===== config.mk =====
export PLATFORM = sky130hd
export DESIGN_NAME = mem_stage
export DESIGN_NICKNAME = d
export VERILOG_FILES = /design/src/rtl/mem_stage.sv
export SDC_FILE = /design/constraint.sdc
export NUM_CORES = 1
export LEC_CHECK = 0
export ABC_AREA = 1
export ABC_CLOCK_PERIOD_IN_PS = 3800
export CAP_MARGIN = 20
export CORE_ASPECT_RATIO = 1.25
export CORE_MARGIN = 5
export CORE_UTILIZATION = 58
export CTS_BUF_LIST = sky130_fd_sc_hd__clkbuf_4 sky130_fd_sc_hd__clkbuf_8 sky130_fd_sc_hd__clkbuf_16
export DETAILED_ROUTE_END_ITERATION = 10
export DONT_BUFFER_PORTS = 1
export PLACE_DENSITY = 0.8
export SLEW_MARGIN = 20
export SYNTH_ARGS = -nofsm -noshare
export SYNTH_HDL_FRONTEND = slang
export SYNTH_SLANG_ARGS = --single-unit

===== constraint.sdc =====
create_clock -name clk -period 3.8 [get_ports clk]
set_clock_uncertainty 0.05 [all_clocks]
set_input_delay 0.76 -clock clk [delete_from_list [all_inputs] [get_ports clk]]
set_output_delay 0.76 -clock clk [all_outputs]
set_load 0.02 [all_outputs]

===== src/rtl/mem_stage.sv =====
// MEM pipeline stage. Registers the EX->MEM bus and performs load byte/halfword
// extraction and writeback selection. A hold buffer keeps the SRAM read data
// while MEM is stalled.
module mem_stage #(
    parameter int EX_TO_MEM_WD = 84,
    parameter int MEM_TO_WB_WD = 70,
    parameter int MEM_TO_ID_WD = 38,
    parameter int STALL_WD     = 6
) (
    input  logic                    clk,
    input  logic                    rst,
    input  logic [STALL_WD-1:0]     stall,
    input  logic [EX_TO_MEM_WD-1:0] ex_to_mem_bus,
    input  logic [31:0]             data_sram_rdata,
    output logic [MEM_TO_WB_WD-1:0] mem_to_wb_bus,
    output logic [MEM_TO_ID_WD-1:0] mem_to_id_bus
);

    logic [EX_TO_MEM_WD-1:0] bus_r;
    logic                    fresh;
    logic                    hold_valid;
    logic [31:0]             hold_data;

    logic [1:0]  offset;
    logic        is_lb, is_lbu, is_lh, is_lhu;
    logic [31:0] pc;
    logic        data_ram_en;
    logic        sel_rf_res;
    logic        rf_we;
    logic [4:0]  rf_waddr;
    logic [31:0] ex_result;
    logic [31:0] rdata_eff;
    logic [7:0]  byte_sel;
    logic [15:0] half_sel;
    logic [31:0] load_data;
    logic [31:0] rf_wdata;
    logic        unused_bits;

    assign offset      = bus_r[81:80];
    assign is_lb       = bus_r[79];
    assign is_lbu      = bus_r[78];
    assign is_lh       = bus_r[77];
    assign is_lhu      = bus_r[76];
    assign pc          = bus_r[75:44];
    assign data_ram_en = bus_r[43];
    assign sel_rf_res  = bus_r[38];
    assign rf_we       = bus_r[37];
    assign rf_waddr    = bus_r[36:32];
    assign ex_result   = bus_r[31:0];

    // Offset copy and write-enables are not needed past EX.
    assign unused_bits = ^{bus_r[83:82], bus_r[42:39], stall[5], stall[2:0]};

    // Pipeline register: bubble when EX->MEM stops but MEM->WB flows.
    always_ff @(posedge clk or posedge rst) begin
        if (rst) begin
            bus_r <= '0;
        end else if (stall[3] && !stall[4]) begin
            bus_r <= '0;
        end else if (!stall[3]) begin
            bus_r <= ex_to_mem_bus;
        end
    end

    // Fresh marks the one cycle in which SRAM read data belongs to bus_r.
    always_ff @(posedge clk or posedge rst) begin
        if (rst) begin
            fresh <= 1'b0;
        end else begin
            fresh <= !stall[3];
        end
    end

    // Hold buffer: capture load data on the fresh cycle if MEM stalls.
    always_ff @(posedge clk or posedge rst) begin
        if (rst) begin
            hold_valid <= 1'b0;
            hold_data  <= '0;
        end else if (fresh && stall[4] && data_ram_en && sel_rf_res) begin
            hold_valid <= 1'b1;
            hold_data  <= data_sram_rdata;
        end else if (!stall[3]) begin
            hold_valid <= 1'b0;
        end
    end

    assign rdata_eff = hold_valid ? hold_data : data_sram_rdata;

    // Load extraction and extension; flag priority lb > lbu > lh > lhu.
    always_comb begin
        byte_sel = rdata_eff[7:0];
        case (offset)
            2'd0:    byte_sel = rdata_eff[7:0];
            2'd1:    byte_sel = rdata_eff[15:8];
            2'd2:    byte_sel = rdata_eff[23:16];
            default: byte_sel = rdata_eff[31:24];
        endcase
        half_sel  = offset[1] ? rdata_eff[31:16] : rdata_eff[15:0];
        load_data = rdata_eff;
        if (is_lb) begin
            load_data = {{24{byte_sel[7]}}, byte_sel};
        end else if (is_lbu) begin
            load_data = {24'h0, byte_sel};
        end else if (is_lh) begin
            load_data = {{16{half_sel[15]}}, half_sel};
        end else if (is_lhu) begin
            load_data = {16'h0, half_sel};
        end
    end

    assign rf_wdata      = sel_rf_res ? load_data : ex_result;
    assign mem_to_wb_bus = {pc, rf_we, rf_waddr, rf_wdata};
    assign mem_to_id_bus = {rf_we, rf_waddr, rf_wdata};

endmodule


==> results.md <==
* Max transition margin at 30.9%
* Register area share after synthesis at 43.0%
* Cts repair resizes at 0
* Peak VDD IR at 0.000253 V
* Final core occ at 56.8%
* Total grt overflow at 0
* Logic pwr share at 20.8%
* DRC at 0
* Total track usage at 24.7%
* Worst slew pin tran at 1.04 ns
* Port bufs at 0
* Drt total wl at 16.7 mm
* Mean area per synthesized cell at 6.94 um^2
* Max Clock Freq at 0.292 GHz
* Die Area at 13500 um^2
* Post-DP HPWL at 12.1 mm
* Clock buffer depth at 2
* Internal power at 0.00196 W
* Clock power share at 30.2%
* Outcome: completed
* Clk_lat worst skew at 0.35 ns
* Switching Share at 34.3%
* Initial DRC Count at 311
* H-tree levels at 3
* Postcts setup bufs at 0
* Vias in the first global route at 5176
* Post-synthesis register bit count at 112
* CTS buffer count at 9
* Synthesized area at 6510 um^2
* DIE HEIGHT at 128 um
* Seq pwr share at 49.0%
* Die width at 105 um
* RR Startpoint: bus_r[38]$_DFFE_PP0P_
* CP Cell Sequence: inv_2 -> nand2_1 -> nand3_1 -> nand2_1 -> nand3_2 -> nand3_2 -> nand2_1 -> nand2_1 -> nand2_1
* CP startpoint kind: flip-flop
* Yosys warning total at 0
* Commonest non-fill, non-tap cell in the layout: nand2_1
* Global-route wire length before repair at 26.6 mm
* CP max-delay cell: inv_2
* IO Count at 232
* Most frequent cells in the layout: nand2_1 (462), dfrtp_1 (112), nand3_1 (86)
* Starting Density at 59.0%
* Share of cells above drive strength 1 at 6.06%
* Post-DRT Antenna Nets at 0
* Fin nets at 961
* Cell with the most instances on the worst path: nand2_1
* CTS Root Cell: clkbuf_16
* Synth-to-layout area growth at -3.77%
* Number of diodes at 0
* CTS Hold Bufs at 0
* Crit Path Class: flip-flop to primary output
* Final worst-path cycle share at 90.0%
* Distinct cells, synth at 23
* RePlAce Congestion at 0.970
* Avg WL per Cell at 17.1 um
* Worst min path class: input port to async pin
* Syn_nets at 1063
* R2R cell count at 6
* Cell class contributing the biggest share of worst-path delay: simple AND/OR/NAND/NOR gates
* Initial antenna violation count at 0
* Max cap viols at 0
* Fin. max-slew vios at 0
* Core Area at 11000 um^2
* Sw Pwr at 0.00102 W
* Worst EP required at 2.99 ns
* Via density at 5.55
* Reg clk slew, reported paths at 0.08 ns
* Final hold vios at 0
* RSZ-0062 raised after global routing: no
* Crit path capture type: primary output
* CP max FO at 36
* # clock sinks at 112
* Final setup vio count at 0
* Final min period at 3.42 ns
* PwrDens at 477 nW/um^2
* Drt pass-1 iters at 5
* Cells after Synth at 939
* CTS tree: yes
* Total power at 0.00299 W
* Setup tns final at 0 ns
* Critical Path AT at 2.61 ns
* Largest net degree at the start of global routing at 87
* Routed via count at 5416
* Reg2Reg Setup Slack at 2.03 ns
* Critical R2R Capture: hold_data[24]$_DFFE_PP0P_
* Rows at 43
* Leak Pwr at 3.51 nW
* Buffers & Inverters on Critical Path at 1
* Max incr delay on CP at 0.40 ns
power groups by stage:
| stage | registers, W | clock network [W] | logic (W) |
|---|---|---|---|
| after global placement | 0.00148 | 0 | 0.000607 |
| after floorplan | 0.00142 | 0 | 0.000672 |
| after global routing | 0.00148 | 0.000974 | 0.000703 |
| after CTS | 0.00147 | 0.000917 | 0.000625 |
| after detailed placement | 0.00149 | 0 | 0.000624 |
| final | 0.00146 | 0.000901 | 0.000623 |
sequential cells by signal (all words and copies together) (netlist names):
register    count
hold_data      32
hold_valid      1
fresh           1
bus_r          78
how the worst max path moves through the flow:
stage / startpoint / endpoint / cells after the start
global placement: bus_r[81]$_DFFE_PP0P_ / mem_to_wb_bus[2] / 8
CTS: hold_valid$_DFFE_PP0P_ / mem_to_id_bus[31] / 9
finish: hold_valid$_DFFE_PP0P_ / mem_to_id_bus[31] / 9
detailed placement: hold_valid$_DFFE_PP0P_ / mem_to_id_bus[31] / 9
floorplan: rst / bus_r[0]$_DFFE_PP0P_ / 1
global route: hold_valid$_DFFE_PP0P_ / mem_to_id_bus[31] / 9
Yosys cell counts (all sizes together):
library cell | count | area share (%)
clkbuf | 32 | 2.0
nor2 | 11 | 0.83
o21ai | 61 | 4.7
a21oi | 19 | 1.5
dfrtp | 112 | 43
nand2 | 468 | 27
nand3 | 89 | 7.1
buf | 98 | 11
clkinv | 1 | 0.058
inv | 44 | 2.5
o211ai | 1 | 0.12
or2 | 2 | 0.19
nand4 | 1 | 0.096
logic make-up after synthesis:
family	after synthesis	synth area share, %
flops	112	43.0
buf+inv	175	15.3
simple gates	571	35.4
compound gates	81	6.26
cell type report:
| cell class | instances | area, um^2 |
|---|---|---|
| Multi-Input combinational cell | 652 | 2720 |
| Timing Repair Buffer | 17 | 128 |
| Tap cell | 135 | 169 |
| Sequential cell | 112 | 2800 |
| Clock buffer | 9 | 225 |
| Inverter | 45 | 174 |
| Fill cell | 1059 | 4760 |
| Clock inverter | 6 | 53.8 |
stage by stage:
step | setup WS (ns) | hold slack (ns) | instance area [um^2] | cells
2_1_floorplan | 0.0310 | 0.399 | 6510 | 939
3_3_place_gp | 0.730 | 0.412 | 5980 | 961
3_5_place_dp | 0.760 | 0.419 | 5990 | 961
4_1_cts | 0.359 | 0.439 | 6260 | 976
5_1_grt | 0.131 | 0.433 | 6270 | 976
6_report | 0.380 | 0.368 | 6270 | 976
routing by layer:
layer | vias up | share of wire [%] | global-route usage, %
li1 | 2638 | - | -
met1 | 2488 | 38 | 30.5
met2 | 259 | 50 | 40.9
met3 | 31 | 9.3 | 6.97
met4 | 0 | 3.0 | 9.86
met5 | - | 0 | 0
No activity file was read; power rests on OpenSTA's default activity.
